## src/rtl/piso_shift_tx.sv

```systemverilog
// Parallel-in/serial-out transmitter: first bit one cycle after load, WIDTH+2 cycles/word minimum.
// Load accepted only in IDLE; serial beats hold (register and ser_out) while ser_ready is low.
module piso_shift_tx #(
  parameter int WIDTH     = 8,
  parameter bit MSB_FIRST = 1'b1
) (
  input  logic             clk,
  input  logic             reset_n,
  input  logic             load_valid,
  output logic             load_ready,
  input  logic [WIDTH-1:0] load_data,
  output logic             ser_valid,
  input  logic             ser_ready,
  output logic             ser_out,
  output logic             busy,
  output logic             done
);

  localparam int CNT_W = (WIDTH > 2) ? $clog2(WIDTH) : 1;
  localparam logic [CNT_W-1:0] LAST = CNT_W'(WIDTH - 1);

  typedef enum logic [1:0] {
    ST_IDLE  = 2'd0,
    ST_SHIFT = 2'd1,
    ST_DONE  = 2'd2
  } state_t;

  state_t           state;
  state_t           state_nxt;
  logic [WIDTH-1:0] shreg;
  logic [CNT_W-1:0] cnt;

  always_ff @(posedge clk or negedge reset_n) begin
    if (!reset_n) begin
      state <= ST_IDLE;
    end else begin
      state <= state_nxt;
    end
  end

  always_comb begin
    state_nxt = state;
    case (state)
      ST_IDLE:  if (load_valid) state_nxt = ST_SHIFT;
      ST_SHIFT: if (ser_ready && (cnt == LAST)) state_nxt = ST_DONE;
      ST_DONE:  state_nxt = ST_IDLE;
      default:  state_nxt = ST_IDLE;
    endcase
  end

  // Counter saturates at LAST; it is re-zeroed on every accepted load.
  always_ff @(posedge clk or negedge reset_n) begin
    if (!reset_n) begin
      shreg <= '0;
      cnt   <= '0;
    end else if ((state == ST_IDLE) && load_valid) begin
      shreg <= load_data;
      cnt   <= '0;
    end else if ((state == ST_SHIFT) && ser_ready) begin
      if (MSB_FIRST) begin
        shreg <= {shreg[WIDTH-2:0], 1'b0};
      end else begin
        shreg <= {1'b0, shreg[WIDTH-1:1]};
      end
      if (cnt != LAST) begin
        cnt <= cnt + CNT_W'(1);
      end
    end
  end

  // All outputs decode registered state only; the word is fully drained to
  // zeros by the time DONE is reached, so ser_out idles low.
  assign load_ready = (state == ST_IDLE);
  assign ser_valid  = (state == ST_SHIFT);
  assign busy       = (state != ST_IDLE);
  assign done       = (state == ST_DONE);
  assign ser_out    = MSB_FIRST ? shreg[WIDTH-1] : shreg[0];

endmodule
```

## config.mk

```make
export PLATFORM = sky130hd
export DESIGN_NAME = piso_shift_tx
export DESIGN_NICKNAME = d
export VERILOG_FILES = /design/src/rtl/piso_shift_tx.sv
export SDC_FILE = /design/constraint.sdc
export NUM_CORES = 1
export LEC_CHECK = 0
export BUFFER_PORTS_ARGS = -buffer_cell sky130_fd_sc_hd__buf_2
export CAP_MARGIN = 25
export CORE_UTILIZATION = 47
export CTS_CLUSTER_DIAMETER = 200
export CTS_CLUSTER_SIZE = 8
export DETAILED_ROUTE_END_ITERATION = 8
export PLACE_DENSITY = 0.72
export SYNTH_ARGS = -nofsm -noshare
export SYNTH_HDL_FRONTEND = slang
export SYNTH_SLANG_ARGS = --single-unit
```

## constraint.sdc

```tcl
create_clock -name clk -period 2 [get_ports clk]
set_clock_uncertainty 0.1 [all_clocks]
set_input_delay 0.3 -clock clk [delete_from_list [all_inputs] [get_ports clk]]
set_output_delay 0.3 -clock clk [all_outputs]
set_load 0.005 [all_outputs]
```

* Yosys cells after proc, flatten, opt, wreduce, memory -nomap -nowiden
Index checks and enable logic that the tools add are counted.
** Storage, ports and cells
- Bits in registers :: 13
- Bits of input ports :: 12
- Output and inout port bits :: 5
- Logic and storage cells :: 27
** Cells by class
- Add/sub/neg operators :: 1
- Eq/ne operators :: 6
- Muxes and demuxes :: 8
- Reduce and logical (&&, ||, !) cells :: 9
** Operators by type and width (number)
- $mux W8 :: 2
- $mux W3 :: 3
- $reduce_bool A2 Y1 :: 3
- $mux W2 :: 2
- $pmux W2 S2 :: 1
- $reduce_and A2 Y1 :: 2
- $add A3 B1 Y3 const B :: 1
- $eq A3 B3 Y1 const B :: 1
- $logic_and A1 B1 Y1 :: 3
- $ne A3 B3 Y1 const B :: 1
- $eq A2 B1 Y1 const B :: 1
- $eq A2 B2 Y1 const B :: 1
- $logic_not A2 Y1 :: 1
- $ne A2 B1 Y1 const B :: 1
- $ne A2 B2 Y1 const B :: 1

* Depth between registers and ports, before layout
- Depth after elaboration :: 4
- Mapped depth :: 5
- Mapped depth without buffers :: 5

* Least setup slack after synthesis
Ideal clock, no wire load.
- Path kind :: reg2reg
- Start point :: register cnt[0]
- End point :: register cnt[1]
- Data arrival time :: 1315 ps
- Required time :: 1768 ps
- Setup slack :: 453 ps
- Cell stages (with the launch flop) :: 6
- Path buffers :: 0
- Cell sequence :: dfrtp_1 ha_1 ha_1 and4bb_2 mux2i_1 a21oi_1
** On the way
- Cells in the longest elaborated chain, start to end :: 4
- Elaborated cells between the ends (all ways) :: 7
- Classes of those cells :: 1 x add/sub; 1 x eq/ne; 3 x mux; 2 x reduce/logical
** Ends and longest elaborated chain
- start, declared :: RTL line 31 : logic [CNT_W-1:0] cnt;
- start signal, assigned :: RTL line 66 : cnt <= cnt + CNT_W'(1);
- $add A3 B1 Y3 :: RTL line 66
- $mux W3 :: RTL line 65 : if (cnt != LAST) begin
- $mux W3 :: RTL line 59 : end else if ((state == ST_SHIFT) && ser_ready) begin
- $mux W3 :: RTL line 56 : end else if ((state == ST_IDLE) && load_valid) begin
Several ways; a longest one is shown, not always the timed one. The select of a mux whose other input is x is not followed.
A chain may end at the register's enable or synchronous reset.

* Worst setup path after layout
- Start point :: register state[1]
- End point :: output port busy
** On the way
- Cells in the longest elaborated chain, start to end :: 1
** Ends and longest elaborated chain
- start, declared :: RTL line 28 : state_t state;
- start signal, assigned :: RTL line 37 : state <= state_nxt;
- $reduce_bool A2 Y1 :: RTL line 75 : assign busy = (state != ST_IDLE);
- end, declared :: RTL line 15 : output logic busy,
Every way passes these cells.

==> flow_summary.yaml <==
die:
  io_pins: 17
  floorplan.initialDensity: 0.5443
  row_count: 12
  dieHeight_um: 39.06
  die-area_um2: 1526
  core_area_um2: 1186
  die_w_um: 39.06
global_routing:
  grt_pass1_wl_mm: 1.787
  grt_remaining_overflow: 0
  antenna_found_initial: 0
  first_global_vias: 449
  track_usage: 0.1814
  grt_start_max_net_pins: 16
sta:
  slew_headroom: 0.6720
  setup_ws_ns: 0.2449
  final_max_slew_viol_count: 0
  period_needed_ns: 1.755
  setup_viol: 0
  grt_setup_unrepaired: "no"
  worst_slew_pin_slew_ns: 0.4921
  max_freq_ghz: 0.5698
  finalSetupTns_ns: 0
  hold_viol: 0
  fin_crit_sh: 0.8775
cells_and_area:
  drive_gt1_frac: 0.2973
  nets: 89
  final_cells: 88
  final_cell_mix: "buf_2, o22a_1, dfrtp_1"
  area_delta_synth_final_pct: 18.22
  final_common_cell: "buf_2"
  diodes: 0
  post-route-util: 0.6435
yosys:
  yosysUniqueCellTypes: 19
  yosysWarningCount: 0
  synthCells: 55
  synth.area.top_cells: "dfrtp_1, o22a_1, ha_1"
  synth_top_area_cell: "dfrtp_1"
  ys_ff_latch: 13
  syn_area_um2: 645.6
  avgSynthCellArea_um2: 11.74
  yosysSeqAreaShare: 0.5039
  synth_top_area_share: 0.5039
  syn_nets: 69
run_status:
  run_status: "finished clean"
cts:
  cts.sinks: 13
  clk_latency_ns: 0.27
  cts-buffers-inserted: 3
  h-tree-depth: 1
  cts_tree: "yes"
  root_buffer: "clkbuf_4"
  post_cts_buffers: 0
  clk_path_buf_depth: 2
  postCtsHoldBufs: 1
  clk_pin_slew_worst_paths_ns: 0.07
  cts_resized: 0
route:
  drt_wl_total_mm: 1.086
  dr.pass1.iters: 2
  wire_per_inst_um: 12.34
  vias_per_cell: 5.375
  ant_nets: 0
  drt_iter0_drc: 6
  drc: 0
  vias: 473
critical_path:
  path_max_fanout: 15
  reg2reg_depth: 5
  cp.required_ns: 1.60
  r2r_end: "cnt[1]"
  worstSetupEndpoint: "busy"
  worstPathArrival_ns: 1.36
  critPathLaunch: "state[1]"
  end_kind: "output pin"
  rr_startpoint: "cnt[0]"
  criticalPathCategory: "flop to output pin"
  ff2ff_setup_slack_ns: 0.38
  cp-start-kind: "flop"
job:
  drv_cap: 0
power:
  finalPower_mw: 1.042
  ir_drop_v: 0.0008369
  power_density_nw_per_um2: 1365
  leakage_nw: 0.3486
placed_design:
  io_buffers: 16
  dp_cells: 83
  hpwlAfterDp_um: 794.8
  routabilityCongestion: 0.6947
  place_ws_ns: 0.3730
min_path:
  min_path_type: "input pin to flop"
==> worst max-delay path: stages, from the launching register on <==
cell and delay, ns:
dfrtp_1 0.56, nor2_1 0.33, inv_1 0.06, buf_2 0.13
==> stage by stage <==
step           cell area, µm²  hold slack [ns]
2_1_floorplan           645.6         -0.09559
3_3_place_gp            726.9           0.1040
3_5_place_dp            726.9          0.09876
4_1_cts                 763.2           0.1668
5_1_grt                 763.2           0.1818
6_report                763.2           0.1795
==> kinds of logic after synthesis <==
group                    after synthesis  share of synthesized area
AND/OR/NAND/NOR                       11                     0.1008
flip-flops                            13                     0.5039
buffers and inverters                  4                    0.03682
adder cells (fa/ha/maj)                2                    0.03875
multiplexers                           2                    0.03101
AO/OA/AOI/OAI                         22                     0.2752
XOR/XNOR                               1                    0.01357
==> cells in the mapped netlist <==
cell / number
mux2i_1: 2
buf_2: 1
nand2_1: 3
nor2_1: 1
dfrtp_1: 13
buf_6: 1
o22a_1: 14
and4bb_2: 1
inv_1: 2
and3_1: 1
a21oi_4: 1
nor2b_1: 3
ha_1: 2
nand2b_1: 1
nand2_2: 1
a2bb2oi_1: 1
xnor2_1: 1
o21ai_0: 2
a21oi_1: 4
==> worst min path at each step <==
stage                from        to  slack, ns  cells past startpoint
4_1_cts        load_valid    cnt[2]       0.17                      2
3_5_place_dp      reset_n  shreg[2]        0.1                      1
5_1_grt        load_valid    cnt[1]       0.18                      2
6_report       load_valid    cnt[2]       0.18                      2
2_1_floorplan     reset_n    cnt[0]       -0.1                      0
3_3_place_gp      reset_n  shreg[2]       0.10                      1
==> metal layers <==
metal	wire, µm	track usage	part of all wire
met1	543	0.2172	0.50
met2	462	0.2875	0.43
met3	68	0.08671	0.063
met4	12	0.05172	0.011
met5	0	0	0
==> layout make-up <==
cell class	count	area, µm²
sequential	13	325.3
inverter	2	7.507
multi-input combinational	38	296.5
timing repair buffer	17	90.09
fill	109	422.9
clock buffer	4	26.28
tap	14	17.52
==> state kept, by name, indices dropped and copies added, names as in the netlist <==
register,flops
cnt,3
shreg,8
state,2
==> where the power goes <==
group / internal (mW) / leakage (nW) / switching (mW)
clock: 0.0773 / 0.0150 / 0.0770
sequential: 0.379 / 0.152 / 0.0811
combinational: 0.238 / 0.182 / 0.190
total: 0.694 / 0.349 / 0.348
No activity file was read; power rests on OpenSTA's default activity.
